## src/rtl/instruction_fetch_unit_if.sv

```systemverilog
// rtl/instruction_fetch_unit_if.sv - instruction memory read handshake bundle
//
// Purpose: groups the fetch unit's request/response signals to instruction memory.
// Signals:
//   mem_req    fetch unit -> memory : read request valid
//   mem_addr   fetch unit -> memory : word read address, stable while mem_req=1
//   mem_ready  memory -> fetch unit : request accepted in a cycle with mem_req=1
//   mem_rvalid memory -> fetch unit : read data valid
//   mem_rdata  memory -> fetch unit : read data
// Modports: master (fetch unit side), slave (memory side).
interface instruction_fetch_unit_if;
  logic        mem_req;
  logic [31:0] mem_addr;
  logic        mem_ready;
  logic        mem_rvalid;
  logic [31:0] mem_rdata;

  modport master (
    output mem_req,
    output mem_addr,
    input  mem_ready,
    input  mem_rvalid,
    input  mem_rdata
  );

  modport slave (
    input  mem_req,
    input  mem_addr,
    output mem_ready,
    output mem_rvalid,
    output mem_rdata
  );
endinterface

```

## src/rtl/instruction_fetch_unit.sv

```systemverilog
// rtl/instruction_fetch_unit.sv - multi-cycle instruction fetch stage
//
// Purpose: on fetch_start (sampled in IDLE) issues one word read at pc to
// instruction memory, captures the returned word into instr and its address
// into old_pc, flags misaligned PCs and memory timeouts, and pulses fetch_done.
// Ports:
//   clk, rst      clock, synchronous active-high reset
//   fetch_start   request from control FSM, honoured only in IDLE
//   pc            current program counter
//   mem           instruction memory handshake (master side)
//   instr         instruction register
//   old_pc        address the word in instr was fetched from
//   fetch_done    one-cycle pulse when a fetch attempt finishes
//   misaligned    sticky until next fetch_start: pc[1:0] != 0
//   bus_err       sticky until next fetch_start: memory timeout
//   busy          high in every state except IDLE
module instruction_fetch_unit #(
  parameter int          TIMEOUT_CYCLES = 64,
  parameter logic [31:0] RESET_INSTR    = 32'h0000_0013
) (
  input  logic                            clk,
  input  logic                            rst,
  input  logic                            fetch_start,
  input  logic [31:0]                     pc,
  instruction_fetch_unit_if.master        mem,
  output logic [31:0]                     instr,
  output logic [31:0]                     old_pc,
  output logic                            fetch_done,
  output logic                            misaligned,
  output logic                            bus_err,
  output logic                            busy
);

  localparam int CW = $clog2(TIMEOUT_CYCLES + 1);
  localparam logic [CW-1:0] CNT_LAST = CW'(TIMEOUT_CYCLES - 1);
  localparam logic [CW-1:0] CNT_MAX  = CW'(TIMEOUT_CYCLES);

  localparam logic [1:0] S_IDLE = 2'd0;
  localparam logic [1:0] S_REQ  = 2'd1;
  localparam logic [1:0] S_WAIT = 2'd2;
  localparam logic [1:0] S_DONE = 2'd3;

  logic [1:0]    state_q, state_d;
  logic [31:0]   addr_q, addr_d;
  logic [31:0]   instr_q, instr_d;
  logic [31:0]   old_pc_q, old_pc_d;
  logic [CW-1:0] cnt_q, cnt_d;
  logic          misaligned_q, misaligned_d;
  logic          bus_err_q, bus_err_d;
  logic          expired;
  logic [CW-1:0] cnt_inc;

  // ">=" rather than "==": a request accepted in the very last REQ cycle enters
  // WAIT with the counter already past the limit, and must still time out.
  assign expired = (cnt_q >= CNT_LAST);
  // Saturate so the counter can never wrap back into a non-expired value.
  assign cnt_inc = (cnt_q == CNT_MAX) ? cnt_q : cnt_q + CW'(1);

  always_comb begin
    state_d      = state_q;
    addr_d       = addr_q;
    instr_d      = instr_q;
    old_pc_d     = old_pc_q;
    cnt_d        = cnt_q;
    misaligned_d = misaligned_q;
    bus_err_d    = bus_err_q;
    case (state_q)
      S_IDLE: begin
        if (fetch_start) begin
          addr_d       = pc;
          misaligned_d = 1'b0;
          bus_err_d    = 1'b0;
          cnt_d        = '0;
          if (pc[1:0] != 2'b00) begin
            misaligned_d = 1'b1;
            state_d      = S_DONE;
          end else begin
            state_d = S_REQ;
          end
        end
      end
      S_REQ: begin
        cnt_d = cnt_inc;
        // Acceptance beats expiry; rvalid is not looked at here.
        if (mem.mem_ready) begin
          state_d = S_WAIT;
        end else if (expired) begin
          bus_err_d = 1'b1;
          state_d   = S_DONE;
        end
      end
      S_WAIT: begin
        cnt_d = cnt_inc;
        // rvalid in the expiry cycle is a normal completion.
        if (mem.mem_rvalid) begin
          instr_d  = mem.mem_rdata;
          old_pc_d = addr_q;
          state_d  = S_DONE;
        end else if (expired) begin
          bus_err_d = 1'b1;
          state_d   = S_DONE;
        end
      end
      S_DONE: begin
        state_d = S_IDLE;
      end
      default: begin
        state_d = S_IDLE;
      end
    endcase
  end

  always_ff @(posedge clk) begin
    if (rst) begin
      state_q      <= S_IDLE;
      addr_q       <= '0;
      instr_q      <= RESET_INSTR;
      old_pc_q     <= '0;
      cnt_q        <= '0;
      misaligned_q <= 1'b0;
      bus_err_q    <= 1'b0;
    end else begin
      state_q      <= state_d;
      addr_q       <= addr_d;
      instr_q      <= instr_d;
      old_pc_q     <= old_pc_d;
      cnt_q        <= cnt_d;
      misaligned_q <= misaligned_d;
      bus_err_q    <= bus_err_d;
    end
  end

  // mem_addr comes from the captured address so pc may move during a fetch.
  assign mem.mem_req  = (state_q == S_REQ);
  assign mem.mem_addr = addr_q;
  assign instr        = instr_q;
  assign old_pc       = old_pc_q;
  assign fetch_done   = (state_q == S_DONE);
  assign misaligned   = misaligned_q;
  assign bus_err      = bus_err_q;
  assign busy         = (state_q != S_IDLE);

endmodule

```

## src/flat_wrapper.sv

```systemverilog
// flat-port wrapper written by rule: the top's interface ports become plain ports
module instruction_fetch_unit_flat 
#(
  parameter int          TIMEOUT_CYCLES = 64,
  parameter logic [31:0] RESET_INSTR    = 32'h0000_0013
)
  (clk, rst, fetch_start, pc, instr, old_pc, fetch_done, misaligned, bus_err, busy, mem_mem_req, mem_mem_addr, mem_mem_ready, mem_mem_rvalid, mem_mem_rdata);
  instruction_fetch_unit_if mem_i ();
  input  logic clk;
  input  logic rst;
  input  logic fetch_start;
  input  logic [31:0] pc;
  output logic [31:0] instr;
  output logic [31:0] old_pc;
  output logic fetch_done;
  output logic misaligned;
  output logic bus_err;
  output logic busy;
  output wire logic [$bits(mem_i.mem_req)-1:0] mem_mem_req;
  output wire logic [$bits(mem_i.mem_addr)-1:0] mem_mem_addr;
  input wire logic [$bits(mem_i.mem_ready)-1:0] mem_mem_ready;
  input wire logic [$bits(mem_i.mem_rvalid)-1:0] mem_mem_rvalid;
  input wire logic [$bits(mem_i.mem_rdata)-1:0] mem_mem_rdata;
  assign mem_mem_req = mem_i.mem_req;
  assign mem_mem_addr = mem_i.mem_addr;
  assign mem_i.mem_ready = mem_mem_ready;
  assign mem_i.mem_rvalid = mem_mem_rvalid;
  assign mem_i.mem_rdata = mem_mem_rdata;
  instruction_fetch_unit #(.TIMEOUT_CYCLES(TIMEOUT_CYCLES), .RESET_INSTR(RESET_INSTR)) u_core (.clk(clk), .rst(rst), .fetch_start(fetch_start), .pc(pc), .mem(mem_i), .instr(instr), .old_pc(old_pc), .fetch_done(fetch_done), .misaligned(misaligned), .bus_err(bus_err), .busy(busy));
endmodule
```

## config.mk

```make
export PLATFORM = sky130hd
export DESIGN_NAME = instruction_fetch_unit_flat
export DESIGN_NICKNAME = d
export VERILOG_FILES = /design/src/rtl/instruction_fetch_unit_if.sv /design/src/rtl/instruction_fetch_unit.sv /design/src/flat_wrapper.sv
export SDC_FILE = /design/constraint.sdc
export NUM_CORES = 1
export LEC_CHECK = 0
export CORE_ASPECT_RATIO = 1.25
export CORE_MARGIN = 2
export CORE_UTILIZATION = 31
export DETAILED_ROUTE_END_ITERATION = 10
export PLACE_DENSITY = 0.68
export SYNTH_ARGS = -nofsm -noshare
export SYNTH_HDL_FRONTEND = slang
export SYNTH_SLANG_ARGS = --single-unit
```

## constraint.sdc

```tcl
create_clock -name clk -period 2.8 [get_ports clk]
set_input_delay 0.7 -clock clk [delete_from_list [all_inputs] [get_ports clk]]
set_output_delay 0.7 -clock clk [all_outputs]
set_load 0.05 [all_outputs]
```

# Word level (Yosys, flattened, before mapping)
# Index checks and enable logic that the tools add are counted.
[word_totals]
input_bits = 69
elab_cells = 42
register_bits = 107
output_inout_bits = 101
[op_classes]
reduce_logical = 10
eq_ne = 8
muxes = 15
add_sub_neg = 1
n_lt_le_gt_ge = 1
[ops]
columns = ["op", "n"]
rows = [
  ["2-to-1 mux 7 bit", 2],
  ["one-hot mux 7 bit (2 select lines)", 1],
  ["2-to-1 mux 2 bit", 5],
  ["!= test 2 bit, second input constant", 4],
  ["one-hot mux 2 bit (4 select lines)", 1],
  ["adder 7 x 1 -> 7 bit, second input constant", 1],
  ["== test 7 bit, second input constant", 1],
  ["greater-or-equal comparator 7 x 6 -> 1 bit, second input constant", 1],
  ["nonzero test 2 bit", 3],
  ["2-to-1 mux 1 bit", 5],
  ["== test 2 bit, second input constant", 2],
  ["AND reduction 2 bit", 2],
  ["AND reduction 4 bit", 1],
  ["one-hot mux 1 bit (3 select lines)", 1],
  ["AND reduction 3 bit", 1],
  ["nonzero test 3 bit", 1],
  ["== test 2 x 1 -> 1 bit, second input constant", 1],
  ["logical NOT 2 bit", 1],
  ["OR reduction 2 bit", 1],
]

# Logic depth before layout (Yosys ltp)
[logic_depth]
word_depth = 4
depth_mapped = 8
mapped_depth_nobuf = 6

# Least setup slack after synthesis
# OpenSTA, ideal clock, no wires.
[synth_timing]
path_type = "reg2out"
start = "register u_core.state_q[0]"
end = "output port busy"
path_slack_ns = 1.007
t_arrival_ns = 1.093
required_time_ns = 2.100
path_buffers = 1
path_stages_with_launch = 5
path_cell_list = "dfxtp_1 -> inv_1 -> ha_1 -> buf_4 -> inv_1"
[synth_between]
elab_chain_len = 1
[synth_rtl]
columns = ["element", "line_no", "rtl"]
rows = [
  ["start, declared", "instruction_fetch_unit.sv:43", "logic [1:0] state_q, state_d;"],
  ["start signal, assigned", "instruction_fetch_unit.sv:123", "state_q <= state_d;"],
  ["nonzero test 2 bit", "instruction_fetch_unit.sv:141", "assign busy = (state_q != S_IDLE);"],
  ["end, declared", "flat_wrapper.sv:18", "output logic busy;"],
]
# No other way between the ends.

# Worst setup path after layout
[layout_timing]
start = "register u_core.state_q[1]"
end = "output port mem_mem_req"
[layout_between]
elab_chain_len = 1
[layout_rtl]
columns = ["element", "line_no", "rtl"]
rows = [
  ["== test 2 x 1 -> 1 bit", "instruction_fetch_unit.sv:134", "assign mem.mem_req = (state_q == S_REQ);"],
  ["end, declared", "flat_wrapper.sv:19", "output wire logic [$bits(mem_i.mem_req)-1:0] mem_mem_req;"],
]
# No other way between the ends.

==> out/results.txt <==
CTS tree = done
worst reg2reg path depth = 6
detailed router's first-iteration violation count = 139
via count = 3792
layout cells sized above 1 = 0.0521
Sink Count = 107
Cell Chain, Critical Path = inv_1 -> ha_1 -> clkdlybuf4s50_1
Synth Cell Area = 3950 um2
Slowest Stage Delay on Critical Path = 0.85 ns
die width = 105 um
Reg area = 2140 um2
Worst-Skew Late Latency = 0.34 ns
CP max-delay cell = clkdlybuf4s50_1
largest net degree at the start of global routing = 44
Initial Utilization = 0.315
Post-CTS Setup Inserts = 0
Hold Crit Class = flop to flop
# DRC = 0
post-route design area = 6110 um2
Setup Skew = 0.00826 ns
DRT Pass-1 Iters = 4
setup TNS = 0 ns
Worst Path Max Fanout = 5
Yosys warnings = 0
IO buf count = 169
Power Density = 842 nW/um2
Worst-path clk slew = 0.07 ns
antenna violations before repair = 0
reg-to-reg endpoint = u_core.cnt_q[1]
max-slew headroom at the worst pin = 0.612
Worst Hold Depth = 2
vias in the first global route = 3680
Slew Limit Fails = 0
Num CTS Buffers = 9
R2R setup slack = 0.92 ns
max frequency = 391 MHz
end of the worst hold path = u_core.old_pc[7]
die area = 13700 um2
Syn Nets = 566
sequential element share of the synthesized area = 0.543
GRT overflow = 0
nets@finish = 722
library cells used by synthesis = 30
clock buffer depth = 2
crit-path leading delay family = buffers and inverters
Post-CTS Resized = 0
status = complete, no violations
min-delay src = u_core.old_pc[7]
die height = 130 um
post-route ant nets = 0
# hold bufs at CTS = 0
Peak VDD IR = 0.551 mV
Least-Margin Pin Slew = 0.581 ns
RePlAce Congestion = 0.789
Final Hold Fails = 0
first-pass GRT wire length = 18100 um
multi-input logic area = 1650 um2
io pins = 170
synthesized netlist cell count = 491
dpl hpwl = 8140 um
core footprint = 12500 um2
Req. time, crit path = 2.10 ns
WP data arrival = 1.86 ns
final cycle utilization of the critical path = 0.913
syn avg cell area = 8.04 um2
Startpoint Class = flop
GRT Util Overall = 0.165
DRT Wirelength = 11600 um
Antenna Diode Count = 0
Fillers = 1237
CP Buf/Inv Count = 2
CTS HTree Levels = 3
Critical R2R Launch = u_core.state_q[0]
RSZ-0062 raised after global routing = no
WS Path Type = flop to output port
flops & latches, synth = 107
Root Buffer = clkbuf_16
Rows = 46
LEAKAGE = 2.13 nW
DP Area = 5780 um2
vias per cell = 4.62
wire per inst = 14.1 um
MaxCap Viol Count = 0
synth-to-layout area growth = 54.9%
# setup viols final = 0
fin crit period = 2.56 ns
CP Capture Type = output port
[how the worst max path moves through the flow]
stage / from / to / slack, ns / depth (start not counted)
floorplan: u_core.state_q[0] / busy / 1.01 / 4
global placement: u_core.state_q[0] / busy / 0.44 / 4
detailed placement: u_core.state_q[0] / busy / 0.37 / 4
CTS: u_core.state_q[0] / busy / 0.005 / 4
global route: u_core.state_q[1] / mem_mem_req / 0.18 / 3
finish: u_core.state_q[1] / mem_mem_req / 0.24 / 3
[Yosys cell counts]
cell | number | area [um2]
a21oi_1 | 97 | 485
o21bai_1 | 1 | 7.51
nand2_1 | 196 | 736
nor2_2 | 1 | 6.26
dfxtp_1 | 107 | 2140
buf_1 | 1 | 3.75
inv_1 | 6 | 22.5
nor2_1 | 8 | 30.0
mux2i_1 | 1 | 10.0
a2111oi_2 | 4 | 60.1
or3_1 | 1 | 6.26
xnor2_1 | 5 | 43.8
buf_4 | 1 | 7.51
nand4_1 | 1 | 6.26
ha_1 | 6 | 75.1
nor3_1 | 5 | 25.0
nand3_1 | 2 | 10.0
nor2b_1 | 3 | 18.8
o21ai_0 | 2 | 10.0
nor4_1 | 1 | 6.26
a211oi_1 | 2 | 15.0
nor3b_1 | 1 | 7.51
buf_2 | 12 | 60.1
and2_1 | 2 | 12.5
and4bb_4 | 1 | 16.3
clkbuf_1 | 18 | 67.6
or4_1 | 1 | 7.51
mux2i_2 | 1 | 13.8
o21bai_2 | 1 | 11.3
nand3b_1 | 3 | 22.5
[metal layers]
layer	wire, um	track usage	vias to the layer above
li1	-	-	1900
met1	4820	0.186	1763
met2	5980	0.307	117
met3	561	0.0305	12
met4	204	0.0667	0
met5	0	0	-
[power breakdown]
part           switching (W)  total [W]  internal, W  leakage (nW)
combinational        0.00129    0.00194     0.000655          1.10
clock               0.000565    0.00138     0.000814         0.160
sequential          0.000128    0.00183      0.00170         0.870
[cell type report]
class	instances	share of cell area
multi-input cells	346	0.269
clock inverters	5	0.0141
inverters	6	0.00368
repair buffers	177	0.289
clock buffers	11	0.0397
flip-flops and latches	107	0.350
well taps	168	0.0344
[sequential cells by signal, summed over array words and instances, names as in the netlist]
register	flops
u_core.mem.mem_addr	32
u_core.instr	32
u_core.misaligned	1
u_core.bus_err	1
u_core.state_q	2
u_core.cnt_q	7
u_core.old_pc	32
[metrics by stage]
stage          instances  setup WS, ns  total power (W)  hold slack (ns)   util
6_report             820         0.243          0.00515            0.452  0.487
3_3_place_gp         804         0.439          0.00377            0.442  0.461
3_5_place_dp         804         0.375          0.00382            0.446  0.461
5_1_grt              820         0.181          0.00539            0.471  0.487
2_1_floorplan        491          1.01          0.00316            0.484      -
4_1_cts              820       0.00547          0.00520            0.455  0.487
[cell families (layout without fill, tap and decap cells)]
| family | count (synthesis) | after routing | share of synthesized area |
|---|---|---|---|
| AND/OR/NAND/NOR | 226 | 226 | 0.231 |
| AO/OA/AOI/OAI | 107 | 107 | 0.149 |
| flip-flops | 107 | 107 | 0.543 |
| buffers and inverters | 38 | 199 | 0.0409 |
| adder cells (fa/ha/maj) | 6 | 6 | 0.0190 |
| XOR/XNOR | 5 | 5 | 0.0111 |
| multiplexers | 2 | 2 | 0.00602 |
[cell usage in the layout (no fill, tap or decap), types with 2 or more instances in the layout]
cell type        Yosys  layout
clkinv_4             0       3
nand3_1              2       2
dfxtp_1            107     107
a2111oi_2            4       4
clkbuf_16            0       9
buf_4                1       8
inv_1                6       6
nor2_1               8       8
a21oi_1             97      97
clkdlybuf4s50_1      0     167
bufinv_16            0       2
nand2_1            196     195
o21ai_0              2       2
nor2b_1              3       3
nand3b_1             3       3
nor3_1               5       5
a211oi_1             2       2
xnor2_1              5       5
ha_1                 6       6
[tightest hold or removal path, delay by kind of cell, from the launching register on]
| kind | cells | cell delay [ns] |
|---|---|---|
| compound gates | 1 | 0.05 |
| simple gates | 1 | 0.05 |
| flops | 1 | 0.31 |
Power figures use the tool's default switching activity.
